## config.mk

```make
export PLATFORM = sky130hd
export DESIGN_NAME = mux32_2x1_sel_flat
export DESIGN_NICKNAME = d
export VERILOG_FILES = /design/src/rtl/mux32_2x1_sel_if.sv /design/src/rtl/mux32_2x1_sel.sv /design/src/flat_wrapper.sv
export SDC_FILE = /design/constraint.sdc
export NUM_CORES = 1
export LEC_CHECK = 0
export CORE_MARGIN = 5
export CORE_UTILIZATION = 23
export DETAILED_ROUTE_END_ITERATION = 7
export PLACE_DENSITY_LB_ADDON = 0.3
export SLEW_MARGIN = 20
export SYNTH_ARGS = -nofsm -noshare
export SYNTH_HDL_FRONTEND = slang
export SYNTH_SLANG_ARGS = --single-unit
```

## constraint.sdc

```tcl
create_clock -name vclk -period 2.53
set_clock_uncertainty 0.15 [all_clocks]
set_input_delay 0.3795 -clock vclk [all_inputs]
set_output_delay 0.3795 -clock vclk [all_outputs]
set_load 0.05 [all_outputs]
```

## src/rtl/mux32_2x1_sel_if.sv

```systemverilog
// rtl/mux32_2x1_sel_if.sv - data/select bundle for the 2:1 word multiplexer
//
// Purpose : groups the data inputs, select, load enable and result of
//           mux32_2x1_sel so that instantiation sites connect a single bundle.
// Signals : I0, I1 (WIDTH) data inputs; S select; EN register load enable;
//           Y (WIDTH) selected word.
// Modports: master drives I0/I1/S/EN and observes Y; slave is the mux side.

interface mux32_2x1_sel_if #(
    parameter int WIDTH = 32
);
    logic [WIDTH-1:0] I0;
    logic [WIDTH-1:0] I1;
    logic             S;
    logic             EN;
    logic [WIDTH-1:0] Y;

    modport master (
        output I0,
        output I1,
        output S,
        output EN,
        input  Y
    );

    modport slave (
        input  I0,
        input  I1,
        input  S,
        input  EN,
        output Y
    );
endinterface

```

## src/rtl/mux32_2x1_sel.sv

```systemverilog
// rtl/mux32_2x1_sel.sv - 32-bit 2:1 word multiplexer with optional output register
//
// Purpose : Y = S ? I1 : I0, built as WIDTH independent 1-bit mux slices that
//           share one select. Used for shifter direction select, shifter
//           zero-forcing and ALU operand/result steering.
// Ports   : CLK  rising-edge clock (registered build only)
//           RST  asynchronous active-high reset (registered build only)
//           bus  mux32_2x1_sel_if.slave: I0, I1, S, EN in; Y out
// Config  : MUX32_2X1_OUT_REG_EN defined   -> Y registered, loaded on CLK when
//                                             EN=1, cleared asynchronously by RST.
//           MUX32_2X1_OUT_REG_EN undefined -> purely combinational; CLK, RST
//                                             and EN are present but unused.

module mux32_2x1_sel #(
    parameter int WIDTH = 32
) (
    input  logic            CLK,
    input  logic            RST,
    mux32_2x1_sel_if.slave  bus
);

    logic [WIDTH-1:0] w_mux;

    // One slice per bit. The conditional operator is used rather than an
    // AND-OR form so that an unknown select still resolves bits where both
    // inputs agree, which matches the behaviour of a real mux cell.
    genvar g_bit;
    generate
        for (g_bit = 0; g_bit < WIDTH; g_bit++) begin : g_slice
            assign w_mux[g_bit] = bus.S ? bus.I1[g_bit] : bus.I0[g_bit];
        end
    endgenerate

`ifdef MUX32_2X1_OUT_REG_EN
    logic [WIDTH-1:0] r_y;

    // Reset is in the sensitivity list, so it clears Y immediately and wins
    // over a coincident clock edge.
    always_ff @(posedge CLK or posedge RST) begin
        if (RST) begin
            r_y <= '0;
        end else if (bus.EN) begin
            r_y <= w_mux;
        end
    end

    assign bus.Y = r_y;
`else
    // Clock, reset and enable are kept on the port list so that both builds
    // instantiate identically; they are deliberately left without a load here.
    logic w_unused_ctrl;
    assign w_unused_ctrl = CLK ^ RST ^ bus.EN;

    assign bus.Y = w_mux;
`endif

endmodule

```

## src/flat_wrapper.sv

```systemverilog
// flat-port wrapper written by rule: the top's interface ports become plain ports
module mux32_2x1_sel_flat 
#(
    parameter int WIDTH = 32
)
  (CLK, RST, bus_I0, bus_I1, bus_S, bus_EN, bus_Y);
  mux32_2x1_sel_if #(.WIDTH(WIDTH)) bus_i ();
  input  logic CLK;
  input  logic RST;
  input wire logic [$bits(bus_i.I0)-1:0] bus_I0;
  input wire logic [$bits(bus_i.I1)-1:0] bus_I1;
  input wire logic [$bits(bus_i.S)-1:0] bus_S;
  input wire logic [$bits(bus_i.EN)-1:0] bus_EN;
  output wire logic [$bits(bus_i.Y)-1:0] bus_Y;
  assign bus_i.I0 = bus_I0;
  assign bus_i.I1 = bus_I1;
  assign bus_i.S = bus_S;
  assign bus_i.EN = bus_EN;
  assign bus_Y = bus_i.Y;
  mux32_2x1_sel #(.WIDTH(WIDTH)) u_core (.CLK(CLK), .RST(RST), .bus(bus_i));
endmodule
```

# Word level (Yosys, flattened, before mapping)
# Cells that the tools add are included.
# totals
register_bits	0
inputBits	68
output_inout_bits	32
# op_classes
muxes	32
# ops
op	count
two-way mux 1 bit	32

# Longest topological paths before layout
# depth
depth_word	1
ltp_mapped	3
depth_no_buf	1

# Worst setup path after synthesis
# Ideal clock, no wire load.
# synth_timing
path_kind	input-to-output
startpoint	input bus_S
endpoint	output bus_Y[10]
arrival_ns	1.018
required_time_ns	2.000
path_slack_ns	0.982
stages	3
path_cell_list	buf_6 -> buf_12 -> mux2_4
# synth_between
elab_chain_len	1
# synth_rtl
element	line_no	source
start: declaration	flat_wrapper.sv:12	input wire logic [$bits(bus_i.S)-1:0] bus_S;
two-way mux 1 bit	mux32_2x1_sel.sv:30	assign w_mux[g_bit] = bus.S ? bus.I1[g_bit] : bus.I0[g_bit];
end: declaration	flat_wrapper.sv:14	output wire logic [$bits(bus_i.Y)-1:0] bus_Y;
# Every way passes these cells.

# Worst setup path after layout
# layout_timing
startpoint	input bus_S
endpoint	output bus_Y[1]
# The elaborated chain is that of the path after synthesis.

==> results.cfg <==
[synthesis]
yosys-top-cells-count = mux2_4 (30), buf_12 (3), mux2_2 (2)
synthDistinctLibCells = 4
syn_area_per_cell_um2 = 15.1
synth_warnings = 0
synth_nets = 104
synthCells = 36
yosysMostFrequentCell = mux2_4
ys_seq_area_frac = 0
synth_area_leaders = mux2_4 (83%), buf_12 (11%), mux2_2 (4.1%)
yosys.area.top_type = mux2_4
synth_top_area_share = 0.828
syn-cell-area_um2 = 544

[clock_tree]
post-cts-setup-buffers = 0
postCtsHoldBufs = 0
post_cts_resized = 0

[placed_design]
port_buffers = 97
dpl.cell_count = 158
post-place-ws_ns = 0.712
gp_congestion = 0.689
place_area_mm2 = 0.00179

[timing]
rsz0062_at_grt = false
tightest_slew_ns = 0.233
setup_ws_ns = 0.713
final_hold_viol_count = 0
slew_headroom = 0.845
fin_crit_sh = 0.718
drv_slew = 0
period_needed_ns = 1.82
finalSetupViolCount = 0
max_freq_mhz = 550
tns_ns = 0

[floorplanning]
fp.dieH_um = 58.6
start_util = 0.244
fp.dieW_um = 58.6
num_io_pins = 100
core_mm2 = 0.00223
die_area_mm2 = 0.00344
rows = 17

[worst_setup_path]
crit_buf_inv = 3
criticalPathCategory = input port to output port
crit_fanout = 32
slowest_stage = mux2_2
path_cells = buf_2, buf_12, mux2_2, buf_4
worstSetupEndpointType = output port
max_stage_delay_ns = 0.36
cp.arrival_ns = 1.29
crit_family = buffers and inverters
crit_path_start_kind = input port
cp_data_required_time_ns = 2.00

[pwr]
pwr-share-clk = 0
p_switching_mw = 0.220
pwr-share-seq = 0
intPower_mw = 0.292
p_sw_frac = 0.429
power_leakage_nw = 0.809
p_comb_frac = 1.000
ir_worst_vdd_uv = 174
powerDensity_mw_per_mm2 = 286
power.total_mw = 0.512

[global_routing]
antenna_found_initial = 0
overflow = 0
first_global_vias = 748
grt_max_degree = 33
grt_pass1_wl_mm = 3.68
gr-usage-all-layers = 0.137

[cells_and_area]
final_nets = 200
diodes = 0
synthToLayoutAreaGrowth_pct = 229
design.seq.count = 0
drive_gt1_frac = 0.508
fill_cells = 138
final_cell_area_mm2 = 0.00179
stdcell_count = 158
regArea_um2 = 0
multi_input_area_um2 = 473
clock_buffers = 0

[drt]
wl_per_cell_um = 15.9
ant_nets = 0
via_count = 660
drc = 0
routed_wl_mm = 2.51
viasPerCell = 4.18
drt_iter0_drc = 16
dr.pass1.iters = 2

[worst_hold_path]
holdPathStages = 4
min_to = bus_Y[15]
min_from = bus_S
hold_path_class = input port to output port

[job]
drv_cap = 0

[status]
status = complete, no violations
## power groups by stage
stage,Clock [mW],Combinational [mW],Sequential [mW]
after floorplan,0,0.242,0
after global placement,0,0.508,0
after detailed placement,0,0.516,0
after CTS,0,0.517,0
after global routing,0,0.528,0
final,0,0.512,0
## metrics by stage
stage          hold WS, ns   util
2_1_floorplan        0.831      -
3_3_place_gp          1.28  0.801
3_5_place_dp          1.28  0.801
4_1_cts               1.28  0.801
5_1_grt               1.30  0.801
6_report              1.27  0.801
## cell families after synthesis
kind of cell | after synthesis | share of synthesized area
buffers and inverters | 4 | 0.131
multiplexers | 32 | 0.869
## cell usage in the layout (no fill, tap or decap)
master | netlist | final
mux2_4 | 30 | 30
mux2_2 | 2 | 2
buf_2 | 0 | 1
buf_12 | 3 | 31
buf_4 | 0 | 2
clkdlybuf4s50_1 | 0 | 64
## worst max-delay path by stage
stage	endpoint	from	cells after the start
global placement	bus_Y[1]	bus_S	4
floorplan	bus_Y[10]	bus_S	3
detailed placement	bus_Y[1]	bus_S	4
CTS	bus_Y[1]	bus_S	4
global route	bus_Y[0]	bus_S	4
finish	bus_Y[1]	bus_S	4
## cell type report
class,count,share of cell area
Multi-Input combinational cell,32,0.264
Tap cell,28,0.0196
Timing Repair Buffer,98,0.716
## tightest hold or removal path: stages
cell,delay (ns)
buf_2,0.11
buf_12,0.18
mux2_4,0.23
buf_12,0.13
## routing by layer
metal | global-route usage | vias to the layer above | share of wire
met3 | 0.0395 | 0 | 0.13
met4 | 0 | 0 | 0
li1 | - | 324 | -
met5 | 0 | - | 0
met2 | 0.297 | 46 | 0.59
met1 | 0.131 | 290 | 0.27
(Power assumes the default switching activity.)
